**src/rtl/alu_pkg.sv**
```systemverilog
// Shared widths, FSM state encoding and ALU opcode constants for the operand loader.
package alu_pkg;

  localparam int DATA_W = 32;
  localparam int BYTE_W = 8;
  localparam int CTRL_W = 3;

  typedef enum logic [1:0] {
    LOAD_A = 2'b00,
    LOAD_B = 2'b01,
    READY  = 2'b10
  } state_t;

  localparam logic [CTRL_W-1:0] ALU_ADD = 3'b000;
  localparam logic [CTRL_W-1:0] ALU_SUB = 3'b001;
  localparam logic [CTRL_W-1:0] ALU_AND = 3'b010;
  localparam logic [CTRL_W-1:0] ALU_OR  = 3'b011;
  localparam logic [CTRL_W-1:0] ALU_SLT = 3'b101;

  // True for any control code the downstream ALU does not implement.
  function automatic logic op_invalid(input logic [CTRL_W-1:0] code);
    case (code)
      ALU_ADD, ALU_SUB, ALU_AND, ALU_OR, ALU_SLT: op_invalid = 1'b0;
      default:                                    op_invalid = 1'b1;
    endcase
  endfunction

endpackage

```
**src/rtl/rise_detect.sv**
```systemverilog
// Registered rising-edge detector; the delay flop's reset value is selectable so a
// level held high through reset can be ignored until it is released.
module rise_detect #(
  parameter logic RESET_VAL = 1'b0
) (
  input  logic clk,
  input  logic reset,
  input  logic sig,
  output logic rise
);

  logic sig_q;

  // NOTE: sequential state is updated with non-blocking assignments only.
  always_ff @(posedge clk) begin
    if (reset) sig_q <= RESET_VAL;
    else       sig_q <= sig;
  end

  assign rise = sig & ~sig_q;

endmodule

```
**src/rtl/alu_operand_loader.sv**
```systemverilog
// Byte-serial loader for ALU operands A and B plus control code, driven by a load button.
module alu_operand_loader
  import alu_pkg::*;
(
  input  logic              clk,
  input  logic              reset,
  input  logic [BYTE_W-1:0] din,
  input  logic [CTRL_W-1:0] op_in,
  input  logic              load,
  input  logic              clear,
  output logic [DATA_W-1:0] A,
  output logic [DATA_W-1:0] B,
  output logic [CTRL_W-1:0] ALUControl,
  output logic              valid,
  output logic              op_err,
  output logic [1:0]        phase,
  output logic [1:0]        byte_idx
);

  state_t            state, state_n;
  logic [DATA_W-1:0] a_n, b_n;
  logic [CTRL_W-1:0] ctrl_n;
  logic              valid_n, err_n;
  logic [1:0]        idx_n;
  logic              load_evt;

  // Delay flop resets high so a button held through reset yields no capture.
  rise_detect #(.RESET_VAL(1'b1)) u_load_edge (
    .clk   (clk),
    .reset (reset),
    .sig   (load),
    .rise  (load_evt)
  );

  // NOTE: every variable gets a default first so no path can infer a latch.
  always_comb begin
    state_n = state;
    a_n     = A;
    b_n     = B;
    ctrl_n  = ALUControl;
    err_n   = op_err;
    valid_n = valid;
    idx_n   = byte_idx;

    if (clear) begin
      state_n = LOAD_A;
      a_n     = '0;
      b_n     = '0;
      ctrl_n  = ALU_ADD;
      err_n   = 1'b0;
      valid_n = 1'b0;
      idx_n   = 2'd0;
    end else begin
      case (state)
        LOAD_A: if (load_evt) begin
          a_n   = {A[DATA_W-BYTE_W-1:0], din};
          idx_n = byte_idx + 2'd1;
          if (byte_idx == 2'd3) state_n = LOAD_B;
        end
        LOAD_B: if (load_evt) begin
          b_n   = {B[DATA_W-BYTE_W-1:0], din};
          idx_n = byte_idx + 2'd1;
          if (byte_idx == 2'd3) begin
            ctrl_n  = op_in;
            err_n   = op_invalid(op_in);
            valid_n = 1'b1;
            state_n = READY;
          end
        end
        READY: if (load_evt) begin
          // The press that leaves READY is also the first byte of the next A.
          a_n     = {{(DATA_W-BYTE_W){1'b0}}, din};
          b_n     = '0;
          valid_n = 1'b0;
          idx_n   = 2'd1;
          state_n = LOAD_A;
        end
        default: begin
          state_n = LOAD_A;
          valid_n = 1'b0;
          idx_n   = 2'd0;
        end
      endcase
    end
  end

  always_ff @(posedge clk) begin
    if (reset) begin
      state      <= LOAD_A;
      A          <= '0;
      B          <= '0;
      ALUControl <= ALU_ADD;
      op_err     <= 1'b0;
      valid      <= 1'b0;
      byte_idx   <= 2'd0;
    end else begin
      state      <= state_n;
      A          <= a_n;
      B          <= b_n;
      ALUControl <= ctrl_n;
      op_err     <= err_n;
      valid      <= valid_n;
      byte_idx   <= idx_n;
    end
  end

  assign phase = state;

endmodule

```
**config.mk**
```make
export PLATFORM = sky130hd
export DESIGN_NAME = alu_operand_loader
export DESIGN_NICKNAME = d
export VERILOG_FILES = /design/src/rtl/alu_pkg.sv /design/src/rtl/rise_detect.sv /design/src/rtl/alu_operand_loader.sv
export SDC_FILE = /design/constraint.sdc
export NUM_CORES = 1
export LEC_CHECK = 0
export ABC_AREA = 0
export CORE_UTILIZATION = 49
export DETAILED_ROUTE_END_ITERATION = 8
export PLACE_DENSITY_LB_ADDON = 0.15
export RECOVER_POWER = 25
export SYNTH_ARGS = -nofsm -noshare
export SYNTH_HDL_FRONTEND = slang
export SYNTH_SLANG_ARGS = --single-unit
```
**constraint.sdc**
```tcl
create_clock -name clk -period 3.2 [get_ports clk]
set_input_delay 0.64 -clock clk [delete_from_list [all_inputs] [get_ports clk]]
set_output_delay 0.64 -clock clk [all_outputs]
set_load 0.01 [all_outputs]
```
==> results.toml, run 1 <==
[setup_path]
worstSetupStartpointType = "primary input"
critPathKind = "primary input to flop"
critPathSlowestCell = "or3b_1"
arrival_ns = 2.47
crit_chain = "dlygate4sd3_1, or3b_1, nand2_1, a21oi_1"
r2r_cells = 3
cp_top_family = "simple AND/OR/NAND/NOR gates"
worst_ep_required_time_ns = 3.36
crit_cells = 4
max_stage_delay_ns = 0.84
worst-path-buf-inv = 1
crit_fanout = 32
end_kind = "flop"

[cts]
cts_tree = "yes"
clock_path_buffers = 2
cts_sinks = 74
hold_buffers = 0
h-tree-depth = 3
cts.repair.resized = 0
cts_buffers = 9
clkTransAtPathRegs_ns = 0.07
clk_latency_ns = 0.34
cts_setup_buffers = 0
root_buffer = "clkbuf_8"

[synth]
yosysTopAreaCell = "dfxtp_1"
synth_top_cell_area_share_pct = 53.1
synth.distinct_cells = 32
synthTopCellsByArea = "dfxtp_1 (53%), nand2_1 (11%), nand3b_1 (8.3%)"
synth-warning-count = 0
synth_area_per_cell_um2 = 8.96
syn_nets = 327
syn_area_mm2 = 0.00279
synth_cells = 311
ys_seq_area_share_pct = 53.1
synth_seq_cells = 74

[drt]
routedWlPerCell_um = 13.6
via_count = 2418
ant_nets = 0
drc = 0
finalWirelength_um = 6310
drt_iter0_drc = 115
drt_pre_antenna_iters = 5
routed_via_density = 5.21

[sta]
max_freq_ghz = 0.433
fin_crit_sh_pct = 72.1
tightest_slew_ns = 1.20
rsz0062_at_grt = "false"
hold_ws_ns = 0.450
hold_viol_final = 0
setup_ws_ns = 0.892
slew_headroom_pct = 19.8
setup_viol = 0
fin_crit_ns = 2.31
finalSetupTns_ns = 0
slew_violations = 0
finClkSkew_ns = 0.00971

[grt]
grt_pass1_vias = 2142
grt-ovfl-total = 0
grt_usage_pct = 21.6
grt_pass1_wl_um = 10300
grt_max_degree = 37
antenna_found_initial = 0

[die]
start_util_pct = 50.6
die_area_mm2 = 0.00599
die_x_um = 77.4
io-pin-count = 88
die_h_um = 77.4
core_area_mm2 = 0.00551
fp-row-count = 27

[placed_design]
place_congestion = 0.782
port_buffers = 87
dpl_cell_area_mm2 = 0.00364
place_ws_ns = 0.655
dp_hpwl_um = 4140

[finish]
final_area_mm2 = 0.00388
drive_gt1_share_pct = 7.65
fin_nets = 403
fin_util_pct = 70.5
layout-area-overhead-vs-synth_pct = 39.3
antenna_cells = 0

[power_and_ir_drop]
vdd_drop_max_uv = 286
power_density_mw_per_mm2 = 476
power_leakage_nw = 1.34

[min_path]
hold_depth = 2
min_path_type = "flop to flop"

[status]
status = "finished, final reports clean"

[flow_run]
drv_cap = 0
[cell usage in the layout (no fill, tap or decap), types with 2 or more instances in the layout]
cell type	synthesis	routed
clkbuf_8	0	9
clkinv_4	0	2
dfxtp_1	74	74
nand2b_1	3	3
a21oi_1	34	34
o21ai_0	2	2
nand2_1	80	80
buf_4	3	5
nand3b_1	31	31
bufinv_16	0	3
dlygate4sd3_1	0	27
clkdlybuf4s50_1	0	60
nand2_2	6	6
o22ai_1	32	32
mux2i_1	3	3
[kinds of logic (layout without fill, tap and decap cells)]
group | count (synthesis) | count (layout) | share of synthesized area, %
simple gates | 132 | 132 | 24.2
xor+xnor | 2 | 2 | 0.628
flops | 74 | 74 | 53.1
buf+inv | 27 | 108 | 5.83
mux | 3 | 3 | 1.08
compound gates | 72 | 72 | 14.7
fa+ha+maj | 1 | 1 | 0.449
[Yosys cell counts (all sizes together)]
cell / instances
a21oi: 34
a31oi: 1
xor2: 1
o211ai: 1
nand3: 1
o22ai: 32
nor2: 2
o21bai: 1
a211oi: 1
and2b: 1
nand2b: 3
ha: 1
buf: 16
o21ai: 2
mux2i: 3
or3b: 1
nand2: 86
nand3b: 31
or2: 2
clkbuf: 11
dfxtp: 74
xnor2: 1
nand4b: 1
and4b: 1
nor3b: 2
nor3: 1
[registers in the layout, summed over array words and instances (netlist names)]
register	flops
A	32
B	32
ALUControl	3
byte_idx	2
phase	2
op_err	1
u_load_edge.sig_q	1
valid	1
[per-stage QoR]
stage / instances / power (W)
5_1_grt: 464 / 0.00191
4_1_cts: 464 / 0.00186
3_3_place_gp: 448 / 0.00101
2_1_floorplan: 311 / 0.000984
6_report: 464 / 0.00185
3_5_place_dp: 448 / 0.00101
[worst register-to-register path, cell delays in order (launching register included)]
cell and delay [ns]:
dfxtp_1 0.62, or3b_1 0.95, nand2_1 0.16, a21oi_1 0.16
[worst paths after layout]
kind	startpoint	endpoint	slack, ns
max	load	A[11]$_SDFFE_PP0P_	0.89
min	A[30]$_SDFFE_PP0P_	A[30]$_SDFFE_PP0P_	0.45
max reg2reg	phase[0]$_SDFFE_PP0P_	A[11]$_SDFFE_PP0P_	1.22
min reg2reg	A[30]$_SDFFE_PP0P_	A[30]$_SDFFE_PP0P_	0.45
[metal layers]
layer | routed length, um | up-vias | GRT usage, %
li1 | - | 1224 | -
met1 | 2920 | 1108 | 29.6
met5 | 0 | - | 0
met2 | 2970 | 77 | 33.1
met4 | 78 | 0 | 9.06
met3 | 343 | 9 | 4.47
[cell type report]
cell class	count	area, um^2
fillers	455	1620
flip-flops and latches	74	1480
multi-input cells	210	1160
repair buffers	92	908
clock buffers	10	128
clock inverters	6	115
well taps	72	90.1
[report_power, final]
group | switching (W) | leakage [nW] | internal [W]
Combinational | 0.0000377 | 0.628 | 0.0000266
Clock | 0.000337 | 0.117 | 0.000521
Sequential | 0.00000317 | 0.596 | 0.000923
(Power assumes the default switching activity.)
==> run 2, diff against run 1 <==
CORE_UTILIZATION = 46   (was 49)
clock period = 2.25 ns   (was 3.2 ns; I/O delays follow)
==> results.toml, run 2 (synthesis gave the netlist of run 1 again) <==
[die]
start_util_pct = 49.1
die_area_mm2 = 0.00638
die_x_um = 79.8
fp-row-count = 27
core_area_mm2 = 0.00568
die_h_um = 79.8
io-pin-count = 88

[placed_design]
place_congestion = 0.762
dpl_cell_area_mm2 = 0.00369
port_buffers = 87
place_ws_ns = 0.287
dp_hpwl_um = 4080
place_inst = 451

[grt]
grt_pass1_wl_um = 9580
grt_pass1_vias = 2017
grt_usage_pct = 19.6
antenna_found_initial = 0
grt_max_degree = 37
grt-ovfl-total = 0

[setup_path]
end_kind = "output pin"
r2r-start = "phase[1]$_SDFFE_PP0P_"
arrival_ns = 1.56
worst-path-buf-inv = 1
worstSetupStartpointType = "flop"
worstReg2RegEnd = "B[19]$_SDFFE_PP0P_"
critPathSlowestCell = "clkdlybuf4s50_1"
critPathKind = "flop to output pin"
cp_top_family = "buffers and inverters"
crit_fanout = 12
max_stage_delay_ns = 0.63
r2r_cells = 5
crit_chain = "clkdlybuf4s50_1"
r2r_slack_ns = 0.54
startpoint = "phase[0]$_SDFFE_PP0P_"
worst_ep_required_time_ns = 1.80

[finish]
final_area_mm2 = 0.00390
final_cell_mix = "clkdlybuf4s50_1 (85), nand2_1 (80), dfxtp_1 (74), a21oi_1 (34), o22ai_1 (32)"
layout_commonest_cell = "clkdlybuf4s50_1"
drive_gt1_share_pct = 8.61
instances_no_fill = 467
antenna_cells = 0
layout-area-overhead-vs-synth_pct = 40.0
fin_util_pct = 68.8
fin_nets = 406
reg_top3 = "A: 32 flops, B: 32 flops, ALUControl: 3 flops"
layout.filler_cells = 467

[sta]
setup_ws_ns = 0.238
fin_crit_sh_pct = 89.4
finClkSkew_ns = 0.0124
fin_crit_ns = 2.01
hold_viol_final = 0
setup_viol = 0
tightest_slew_ns = 0.739
slew_violations = 0
finalSetupTns_ns = 0
max_freq_ghz = 0.497
slew_headroom_pct = 50.7
rsz0062_at_grt = "false"

[power_and_ir_drop]
power_frac_clock_pct = 45.7
swShare_pct = 20.6
power_leakage_nw = 1.27
combPwrFrac_pct = 3.7
p_sw_w = 0.000537
vdd_drop_max_uv = 425
seqPwrFrac_pct = 50.6
intPower_w = 0.00207
power_density_mw_per_mm2 = 667

[drt]
ant_nets = 0
routedWlPerCell_um = 13.3
drt_iter0_drc = 103
drt_pre_antenna_iters = 4
drc = 0
routed_via_density = 5.16
via_count = 2409
finalWirelength_um = 6230

[cts]
clk_latency_ns = 0.34
root_buffer = "clkbuf_8"
cts_buffers = 9
cts_sinks = 74
cts_tree = "yes"
clkTransAtPathRegs_ns = 0.07
h-tree-depth = 3
cts.repair.resized = 0
clock_path_buffers = 2
cts_setup_buffers = 0
hold_buffers = 0

[min_path]
worst_hold_path.endpoint = "A[27]$_SDFFE_PP0P_"
min_path_type = "flop to flop"
hp-start = "A[27]$_SDFFE_PP0P_"
hold_depth = 2

[status]
status = "finished, final reports clean"

[flow_run]
drv_cap = 0
## run 2: worst max-delay path by stage
stage | end | slack (ns) | cells past startpoint
6_report | phase[0] | 0.24 | 1
5_1_grt | B[19]$_SDFFE_PP0P_ | 0.15 | 5
4_1_cts | phase[0] | 0.23 | 1
3_5_place_dp | A[1]$_SDFFE_PP0P_ | 0.29 | 5
3_3_place_gp | A[1]$_SDFFE_PP0P_ | 0.31 | 5
2_1_floorplan | A[29]$_SDFFE_PP0P_ | 0.90 | 6
## run 2: through the flow
step,hold WS [ns],total power (W)
5_1_grt,0.468,0.00269
3_5_place_dp,0.446,0.00145
4_1_cts,0.457,0.00263
6_report,0.451,0.00260
3_3_place_gp,0.441,0.00145
2_1_floorplan,0.476,0.00140
## run 2: final cells by class
cell class                      count  area [um^2]  area share (%)
Multi-Input combinational cell    210         1160            29.7
Sequential cell                    74         1480            38.0
Timing Repair Buffer               95          936            24.0
Clock inverter                      4         72.6            1.86
Tap cell                           72         90.1            2.31
Clock buffer                       12          165            4.23
## run 2: power groups by stage
stage	Clock [W]	Sequential, W	Combinational [W]
2_1_floorplan	0	0.00135	0.0000523
3_3_place_gp	0	0.00135	0.0000992
3_5_place_dp	0	0.00135	0.0000991
4_1_cts	0.00121	0.00132	0.0000995
5_1_grt	0.00127	0.00132	0.000106
6_report	0.00119	0.00132	0.0000971
## run 2: tightest hold or removal path, stage by stage (launching register included)
cell and delay (ns):
dfxtp_1 0.31, nand2_1 0.05, a21oi_1 0.05
## run 2: layer usage
metal	vias up	GRT usage [%]	part of all wire (%)
li1	1236	-	-
met1	1099	26.6	49
met2	65	29.7	45
met3	9	4.23	4.5
met4	0	9.11	1.6
met5	-	0	0
==> run 3, diff against run 2 <==
PLACE_DENSITY = 0.79   (was default)
PLACE_DENSITY_LB_ADDON = default   (was 0.15)
==> results.toml, run 3 (synthesis gave the netlist of run 1 again) <==
[setup_path]
worst-path-buf-inv = 1
critPathKind = "flop to output pin"
worstSetupStartpointType = "flop"
arrival_ns = 1.57
cp_top_family = "buffers and inverters"
critPathSlowestCell = "clkdlybuf4s50_1"
crit_chain = "clkdlybuf4s50_1"
worst_ep_required_time_ns = 1.80
end_kind = "output pin"
r2r_slack_ns = 0.76
crit_fanout = 12
max_stage_delay_ns = 0.63

[power_and_ir_drop]
swShare_pct = 19.9
seqPwrFrac_pct = 51.0
power_leakage_nw = 1.26
p_sw_w = 0.000515
power_frac_clock_pct = 45.3
intPower_w = 0.00207
power_density_mw_per_mm2 = 662
combPwrFrac_pct = 3.7
vdd_drop_max_uv = 443

[sta]
max_freq_ghz = 0.496
setup_ws_ns = 0.232
fin_crit_ns = 2.02
hold_viol_final = 0
rsz0062_at_grt = "false"
slew_violations = 0
slew_headroom_pct = 20.6
fin_crit_sh_pct = 89.7
finalSetupTns_ns = 0
tightest_slew_ns = 1.19
finClkSkew_ns = 0.00765
setup_viol = 0

[drt]
routed_via_density = 5.20
drt_pre_antenna_iters = 4
drc = 0
ant_nets = 0
finalWirelength_um = 6390
via_count = 2419
drt_iter0_drc = 106
routedWlPerCell_um = 13.7

[cts]
hold_buffers = 0
root_buffer = "clkbuf_8"
cts_buffers = 9
h-tree-depth = 3
cts.repair.resized = 0
clkTransAtPathRegs_ns = 0.07
clk_latency_ns = 0.33
cts_sinks = 74
clock_path_buffers = 2
cts_tree = "yes"
cts_setup_buffers = 0

[finish]
fin_nets = 404
layout-area-overhead-vs-synth_pct = 40.0
layout_commonest_cell = "clkdlybuf4s50_1"
final_cell_mix = "clkdlybuf4s50_1 (85), nand2_1 (80), dfxtp_1 (74), a21oi_1 (34), o22ai_1 (32)"
drive_gt1_share_pct = 7.89
antenna_cells = 0
reg_top3 = "A: 32 flops, B: 32 flops, ALUControl: 3 flops"

[grt]
grt_pass1_vias = 2181
grt_pass1_wl_um = 10100
grt-ovfl-total = 0
grt_usage_pct = 20.4
antenna_found_initial = 0
grt_max_degree = 43

[min_path]
min_path_type = "flop to flop"

[placed_design]
dp_hpwl_um = 4310
port_buffers = 87
place_ws_ns = 0.231
place_congestion = 0.754

[die]
die_x_um = 79.8
die_h_um = 79.8
io-pin-count = 88
start_util_pct = 49.1
core_area_mm2 = 0.00568
die_area_mm2 = 0.00638
fp-row-count = 27

[flow_run]
drv_cap = 0

[status]
status = "finished, final reports clean"
==> run 3: cell count changes in the layout (fill, tap and decap cells not counted) <==
cell,previous run,this run
buf_12,1,2
clkbuf_2,3,0
nor2_2,0,1
nor2_4,1,0
or2_1,0,1
or2_2,2,1
==> run 3: path summary, 6_finish.rpt <==
path,start,to,depth (start not counted)
worst max-delay path,phase[0]$_SDFFE_PP0P_,phase[0],1
worst max register to register,phase[0]$_SDFFE_PP0P_,A[24]$_SDFFE_PP0P_,4
worst min register to register,A[26]$_SDFFE_PP0P_,A[26]$_SDFFE_PP0P_,2
worst min-delay path,A[26]$_SDFFE_PP0P_,A[26]$_SDFFE_PP0P_,2
==> run 3: area by class of cell <==
| type | instances | area (um^2) |
|---|---|---|
| repair buffers | 93 | 941 |
| flip-flops and latches | 74 | 1480 |
| clock inverters | 4 | 72.6 |
| fillers | 489 | 1770 |
| clock buffers | 12 | 165 |
| well taps | 72 | 90.1 |
| multi-input cells | 210 | 1150 |
==> run 3: through the flow <==
stage / cell area (um^2) / std cells / total power, W / hold WS, ns / utilization (%)
after floorplan: 2790 / 311 / 0.00140 / 0.476 / -
after global placement: 3670 / 449 / 0.00144 / 0.441 / 64.7
after detailed placement: 3670 / 449 / 0.00144 / 0.453 / 64.7
after CTS: 3910 / 465 / 0.00261 / 0.464 / 68.9
after global routing: 3900 / 465 / 0.00267 / 0.480 / 68.8
final: 3900 / 465 / 0.00258 / 0.461 / 68.8
==> run 3: layer usage <==
metal	track usage (%)	up-vias	share of wire, %	wire, um
met3	3.43	5	4.8	304
li1	-	1224	-	-
met4	8.75	0	1.1	68
met1	26.4	1124	46	2920
met2	33.4	66	48	3090
met5	0	-	0	0
==> run 3: power by group through the flow <==
stage                     Sequential [W]  Clock (W)  Combinational, W
after floorplan                  0.00135          0         0.0000523
after global placement           0.00135          0         0.0000967
after detailed placement         0.00135          0         0.0000967
after CTS                        0.00132    0.00119         0.0000974
after global routing             0.00132    0.00124          0.000104
final                            0.00132    0.00117         0.0000947
